$ cat src/rtl/mips_hazard_pkg.sv
// Shared definitions for the MIPS pipeline hazard unit.
package mips_hazard_pkg;

   // Forwarding mux select encodings for the E-stage ALU operands
   typedef enum logic [1:0] {
      FWD_RF  = 2'b00,
      FWD_WB  = 2'b01,
      FWD_MEM = 2'b10
   } fwd_sel_e;

   localparam int unsigned MULT_LAT_DEF = 4;
   localparam int unsigned DIV_LAT_DEF  = 32;
   localparam int unsigned CNT_W        = 6;

   // M-stage result has priority over W-stage; register 0 is never forwarded
   function automatic fwd_sel_e fwd_select(
      input logic [4:0] src,
      input logic       reg_write_m,
      input logic [4:0] write_reg_m,
      input logic       reg_write_w,
      input logic [4:0] write_reg_w
   );
      fwd_sel_e sel;
      sel = FWD_RF;
      if (reg_write_m && (write_reg_m != 5'd0) && (write_reg_m == src))
         sel = FWD_MEM;
      else if (reg_write_w && (write_reg_w != 5'd0) && (write_reg_w == src))
         sel = FWD_WB;
      return sel;
   endfunction

endpackage

$ cat src/rtl/md_busy_counter.sv
// Mult/div occupancy down-counter; MdBusy is high while the count is nonzero.
module md_busy_counter
   import mips_hazard_pkg::*;
#(
   parameter int unsigned MULT_LAT = MULT_LAT_DEF,
   parameter int unsigned DIV_LAT  = DIV_LAT_DEF
) (
   input  logic CLK,
   input  logic CLR,
   input  logic MdStartE,
   input  logic MdOpE,
   output logic MdBusy
);

   logic [CNT_W-1:0] cnt_q;
   logic [CNT_W-1:0] cnt_d;

   assign MdBusy = (cnt_q != '0);

   // Next count: load on an accepted issue, otherwise count down to zero.
   // An issue while busy (including the final count==1 cycle) is dropped.
   always_comb begin
      cnt_d = cnt_q;
      if (MdStartE && !MdBusy)
         cnt_d = MdOpE ? CNT_W'(DIV_LAT) : CNT_W'(MULT_LAT);
      else if (MdBusy)
         cnt_d = cnt_q - CNT_W'(1);
   end

   // Count register with synchronous clear abandoning any in-flight operation
   always_ff @(posedge CLK) begin
      if (CLR)
         cnt_q <= '0;
      else
         cnt_q <= cnt_d;
   end

endmodule

$ cat src/rtl/hazard_unit.sv
// Pipeline hazard unit: forwarding selects, load-use/branch/mult-div stalls,
// and IF/ID, ID/EX flush control. Only MdBusy is registered.
module hazard_unit
   import mips_hazard_pkg::*;
#(
   parameter int unsigned MULT_LAT = MULT_LAT_DEF,
   parameter int unsigned DIV_LAT  = DIV_LAT_DEF
) (
   input  logic       CLK,
   input  logic       CLR,
   input  logic [4:0] RsD,
   input  logic [4:0] RtD,
   input  logic [4:0] RsE,
   input  logic [4:0] RtE,
   input  logic [4:0] WriteRegE,
   input  logic [4:0] WriteRegM,
   input  logic [4:0] WriteRegW,
   input  logic       RegWriteE,
   input  logic       RegWriteM,
   input  logic       RegWriteW,
   input  logic       MemtoRegE,
   input  logic       MemtoRegM,
   input  logic       BranchD,
   input  logic       JumpD,
   input  logic       BranchTakenD,
   input  logic       MdStartE,
   input  logic       MdOpE,
   input  logic       MdUseD,
   output logic       StallF,
   output logic       StallD,
   output logic       FlushD,
   output logic       FlushE,
   output logic [1:0] ForwardAE,
   output logic [1:0] ForwardBE,
   output logic       ForwardAD,
   output logic       ForwardBD,
   output logic       MdBusy
);

   logic lwstall;
   logic branchstall;
   logic mdstall;
   logic stall;
   logic e_hits_d;
   logic m_hits_d;

   md_busy_counter #(
      .MULT_LAT (MULT_LAT),
      .DIV_LAT  (DIV_LAT)
   ) u_md_busy_counter (
      .CLK      (CLK),
      .CLR      (CLR),
      .MdStartE (MdStartE),
      .MdOpE    (MdOpE),
      .MdBusy   (MdBusy)
   );

   // Hazard detection, forwarding and flush generation; CLR forces a bubble
   always_comb begin
      e_hits_d    = (WriteRegE != 5'd0) && ((WriteRegE == RsD) || (WriteRegE == RtD));
      m_hits_d    = (WriteRegM != 5'd0) && ((WriteRegM == RsD) || (WriteRegM == RtD));
      lwstall     = MemtoRegE && e_hits_d;
      branchstall = BranchD && ((RegWriteE && e_hits_d) || (MemtoRegM && m_hits_d));
      mdstall     = MdUseD && MdBusy;
      stall       = lwstall || branchstall || mdstall;

      StallF    = stall;
      StallD    = stall;
      FlushE    = stall;
      FlushD    = (BranchTakenD || JumpD) && !stall;
      ForwardAE = fwd_select(RsE, RegWriteM, WriteRegM, RegWriteW, WriteRegW);
      ForwardBE = fwd_select(RtE, RegWriteM, WriteRegM, RegWriteW, WriteRegW);
      ForwardAD = RegWriteM && (WriteRegM != 5'd0) && (WriteRegM == RsD);
      ForwardBD = RegWriteM && (WriteRegM != 5'd0) && (WriteRegM == RtD);

      if (CLR) begin
         StallF    = 1'b0;
         StallD    = 1'b0;
         FlushD    = 1'b0;
         FlushE    = 1'b1;
         ForwardAE = FWD_RF;
         ForwardBE = FWD_RF;
         ForwardAD = 1'b0;
         ForwardBD = 1'b0;
      end
   end

endmodule

$ cat config.mk
export PLATFORM = sky130hd
export DESIGN_NAME = hazard_unit
export DESIGN_NICKNAME = d
export VERILOG_FILES = /design/src/rtl/mips_hazard_pkg.sv /design/src/rtl/md_busy_counter.sv /design/src/rtl/hazard_unit.sv
export SDC_FILE = /design/constraint.sdc
export NUM_CORES = 1
export LEC_CHECK = 0
export BUFFER_PORTS_ARGS = -buffer_cell sky130_fd_sc_hd__buf_4
export CAP_MARGIN = 40
export CORE_ASPECT_RATIO = 1.1
export CORE_MARGIN = 8
export CORE_UTILIZATION = 40
export CTS_BUF_LIST = sky130_fd_sc_hd__clkbuf_8
export DETAILED_ROUTE_END_ITERATION = 8
export GPL_TIMING_DRIVEN = 1
export PLACE_DENSITY_LB_ADDON = 0.25
export SLEW_MARGIN = 25
export SYNTH_ARGS = -nofsm -noshare
export SYNTH_HDL_FRONTEND = slang
export SYNTH_SLANG_ARGS = --single-unit
$ cat constraint.sdc
create_clock -name CLK -period 1.4 [get_ports CLK]
set_input_delay 0.14 -clock CLK [delete_from_list [all_inputs] [get_ports CLK]]
set_output_delay 0.14 -clock CLK [all_outputs]
set_load 0.01 [all_outputs]
==> impl_metrics.csv <==
group,metric,value,unit
setup_path,crit_required,1.26,ns
synthesis,syn_area,931,µm²
timing,maxSlewHeadroom,0.692,
cells_and_area,largest_register_ff_count,6,
global_routing,grt-ovfl-total,0,
global_routing,grt_antenna_before_repair,0,
timing,tightest_slew,0.458,ns
clock_tree,cts_tree,"done",
global_routing,grt_pass1_wl,5.75,mm
pwr,worst_ir_drop_vdd,960,µV
timing,tns,-2.21,ns
setup_path,arrival,1.48,ns
drt,top_layer,"met4",
synthesis,ys_seq_elements,6,
timing,drv_slew,0,
clock_tree,cts_hold_buf,0,
pwr,p_per_area,1250,nW/µm²
floorplanning,rows,18,
floorplanning,initial_utilization,0.418,
setup_path,cpMostUsedCell,"buf_6",
placement,gp_congestion,0.851,
cells_and_area,layout_commonest_cell,"buf_4",
floorplanning,die_area,4130,µm²
setup_path,end_kind,"primary output",
min_path,min-delay-path-class,"primary input to register",
setup_path,crit_chain,"buf_6 -> or4_4 -> o211ai_1 -> a21o_1 -> and4_1 -> buf_6",
timing,whs,0.300,ns
clock_tree,cts_root_buffer,"clkbuf_8",
run_status,run_status,"finished, violations left",
drt,first_pass_iters,4,
placement,dp_slack,-0.259,ns
cells_and_area,regArea,123,µm²
synthesis,ys_seq_area_frac,0.129,
drt,antenna_left,0,
placement,port-buffer-count,58,
drt,wl_met1,1.30,mm
floorplanning,dieHeight,66.6,µm
setup_path,worstSetupStartpointType,"primary input",
drt,met2_length,2.04,mm
floorplanning,core,2230,µm²
timing,final.setup.worst_slack,-0.222,ns
clock_tree,clock_sinks,6,
timing,fmax,616,MHz
floorplanning,die_x,62.0,µm
clock_tree,clkTransAtPathRegs,0.04,ns
setup_path,critPathMaxFanout,3,
timing,rsz0062_at_grt,"yes",
timing,finalCriticalPeriod,1.62,ns
drt,drc,0,
floorplanning,io_pins,59,
global_routing,grt_max_degree,14,
drt,first_iter_violations,30,
pwr,totalPowerFinal,2.20,mW
drt,viasPerCell,5.14,
pwr,p_leak,0.777,nW
drt,dr_wl_met3,176,µm
synthesis,synth_nets,173,
setup_path,slowest_delay,0.54,ns
setup_path,crit_type,"primary input to primary output",
timing,finalHoldViolCount,0,
cells_and_area,n_fill_cell,168,
timing,fin_skew,0.00104,ns
timing,finalSetupViolCount,14,
timing,timing.final.crit_share,1.16,
cells_and_area,utilization,0.787,
cells_and_area,nets,256,
drt,wl_per_cell,15.2,µm
cells_and_area,antenna-diode-count,0,
clock_tree,clock_path_buffers,2,
placement,hpwl,2.96,mm
synthesis,synth_area_per_cell,7.51,µm²
clock_tree,clk_latency,0.23,ns
drt,drt_wl_total,3.56,mm
global_routing,grt.total_usage,0.178,
cells_and_area,drive_gt1_frac,0.546,
flow_run,cap_violations,0,
synthesis,yosysWarnings,0,
global_routing,grt_pass1_vias,1337,
cells_and_area,multiInputGateArea,850,µm²
clock_tree,cts_buffers,3,
cells_and_area,final_cell_mix,"buf_4 (72), xor2_1 (24), xnor2_1 (16)",
cells_and_area,largest-register,"u_md_busy_counter.cnt_q",
setup_path,critPathSlowestCell,"or4_4",
clock_tree,htree_levels,1,
run_status,violations,"negative setup slack",
cells_and_area,largest_registers,"u_md_busy_counter.cnt_q x6",
synthesis,synth.distinct_cells,30,
drt,vias,1209,
cells_and_area,area_growth_syn_to_layout,88.6,%
synthesis,synth_cells,124,
==> cells by family after synthesis <==
group           count (synthesis)  share of synthesized area
compound gates                 18                      0.120
simple gates                   48                      0.302
fa+ha+maj                       1                     0.0134
flops                           6                      0.129
xor+xnor                       40                      0.376
buf+inv                        11                     0.0591
==> repair_timing <==
action / 4_1_cts / 5_1_grt
pin swaps: 7 / 6
setup endpoints to repair: 14 / 14
resized for setup: 13 / 13
setup buffers: 4 / 1
==> stage by stage <==
step	instances	area, µm²
final	235	1760
after global routing	235	1760
after floorplan	124	991
after global placement	227	1570
after detailed placement	227	1570
after CTS	234	1690
==> layout make-up <==
class                           instances  share of cell area
Multi-Input combinational cell        107               0.484
Timing Repair Buffer                   85               0.391
Sequential cell                         6              0.0699
Clock buffer                            3              0.0235
Tap cell                               30              0.0214
Inverter                                4             0.00998
==> path summary, 6_finish.rpt <==
| check | from | endpoint | slack [ns] | cells past startpoint |
|---|---|---|---|---|
| max | WriteRegM[4] | FlushD | -0.22 | 6 |
| min reg2reg | u_md_busy_counter.cnt_q[5]$_SDFFE_PP0P_ | u_md_busy_counter.cnt_q[4]$_SDFFE_PP0P_ | 0.51 | 2 |
| max reg2reg | u_md_busy_counter.cnt_q[0]$_SDFFE_PP0P_ | u_md_busy_counter.cnt_q[5]$_SDFFE_PP0P_ | -0.16 | 8 |
| min | MdStartE | u_md_busy_counter.cnt_q[0]$_SDFFE_PP0P_ | 0.30 | 4 |
==> synthesized netlist by cell type, drive strengths merged <==
cell / count / area (µm²)
nand2: 2 / 7.51
and2: 1 / 6.26
nor4: 4 / 37.5
a21o: 1 / 7.51
xor2: 24 / 210
nand3: 7 / 35.0
or3: 3 / 18.8
nor2: 9 / 33.8
dfxtp: 6 / 120
nor2b: 5 / 31.3
o21ai: 5 / 36.3
nand4b: 1 / 8.76
a21oi: 8 / 40.0
o31ai: 1 / 7.51
a31oi: 2 / 12.5
xnor2: 16 / 140
inv: 4 / 15.0
nor3: 8 / 40.0
and4: 1 / 8.76
buf: 4 / 28.8
or4: 5 / 41.3
nand2b: 2 / 12.5
clkbuf: 3 / 11.3
o211ai: 1 / 7.51
ha: 1 / 12.5
==> power by group <==
group	internal, mW	switching [mW]	total, mW
registers	0.254	0.0586	0.313
clock network	0.186	0.0848	0.270
logic	0.921	0.693	1.61
==> routing by layer <==
metal / vias to the layer above / global-route usage
met1: 578 / 0.177
met5: - / 0
met4: 0 / 0.0513
met3: 5 / 0.0366
li1: 592 / -
met2: 34 / 0.348
==> critical path: cells and delay by family <==
kind | cells | cell delay (ns)
and+or+nand+nor | 2 | 0.77
AOI/OAI and AO/OA | 2 | 0.37
buffers and inverters | 2 | 0.20
No activity file was read; power rests on OpenSTA's default activity.
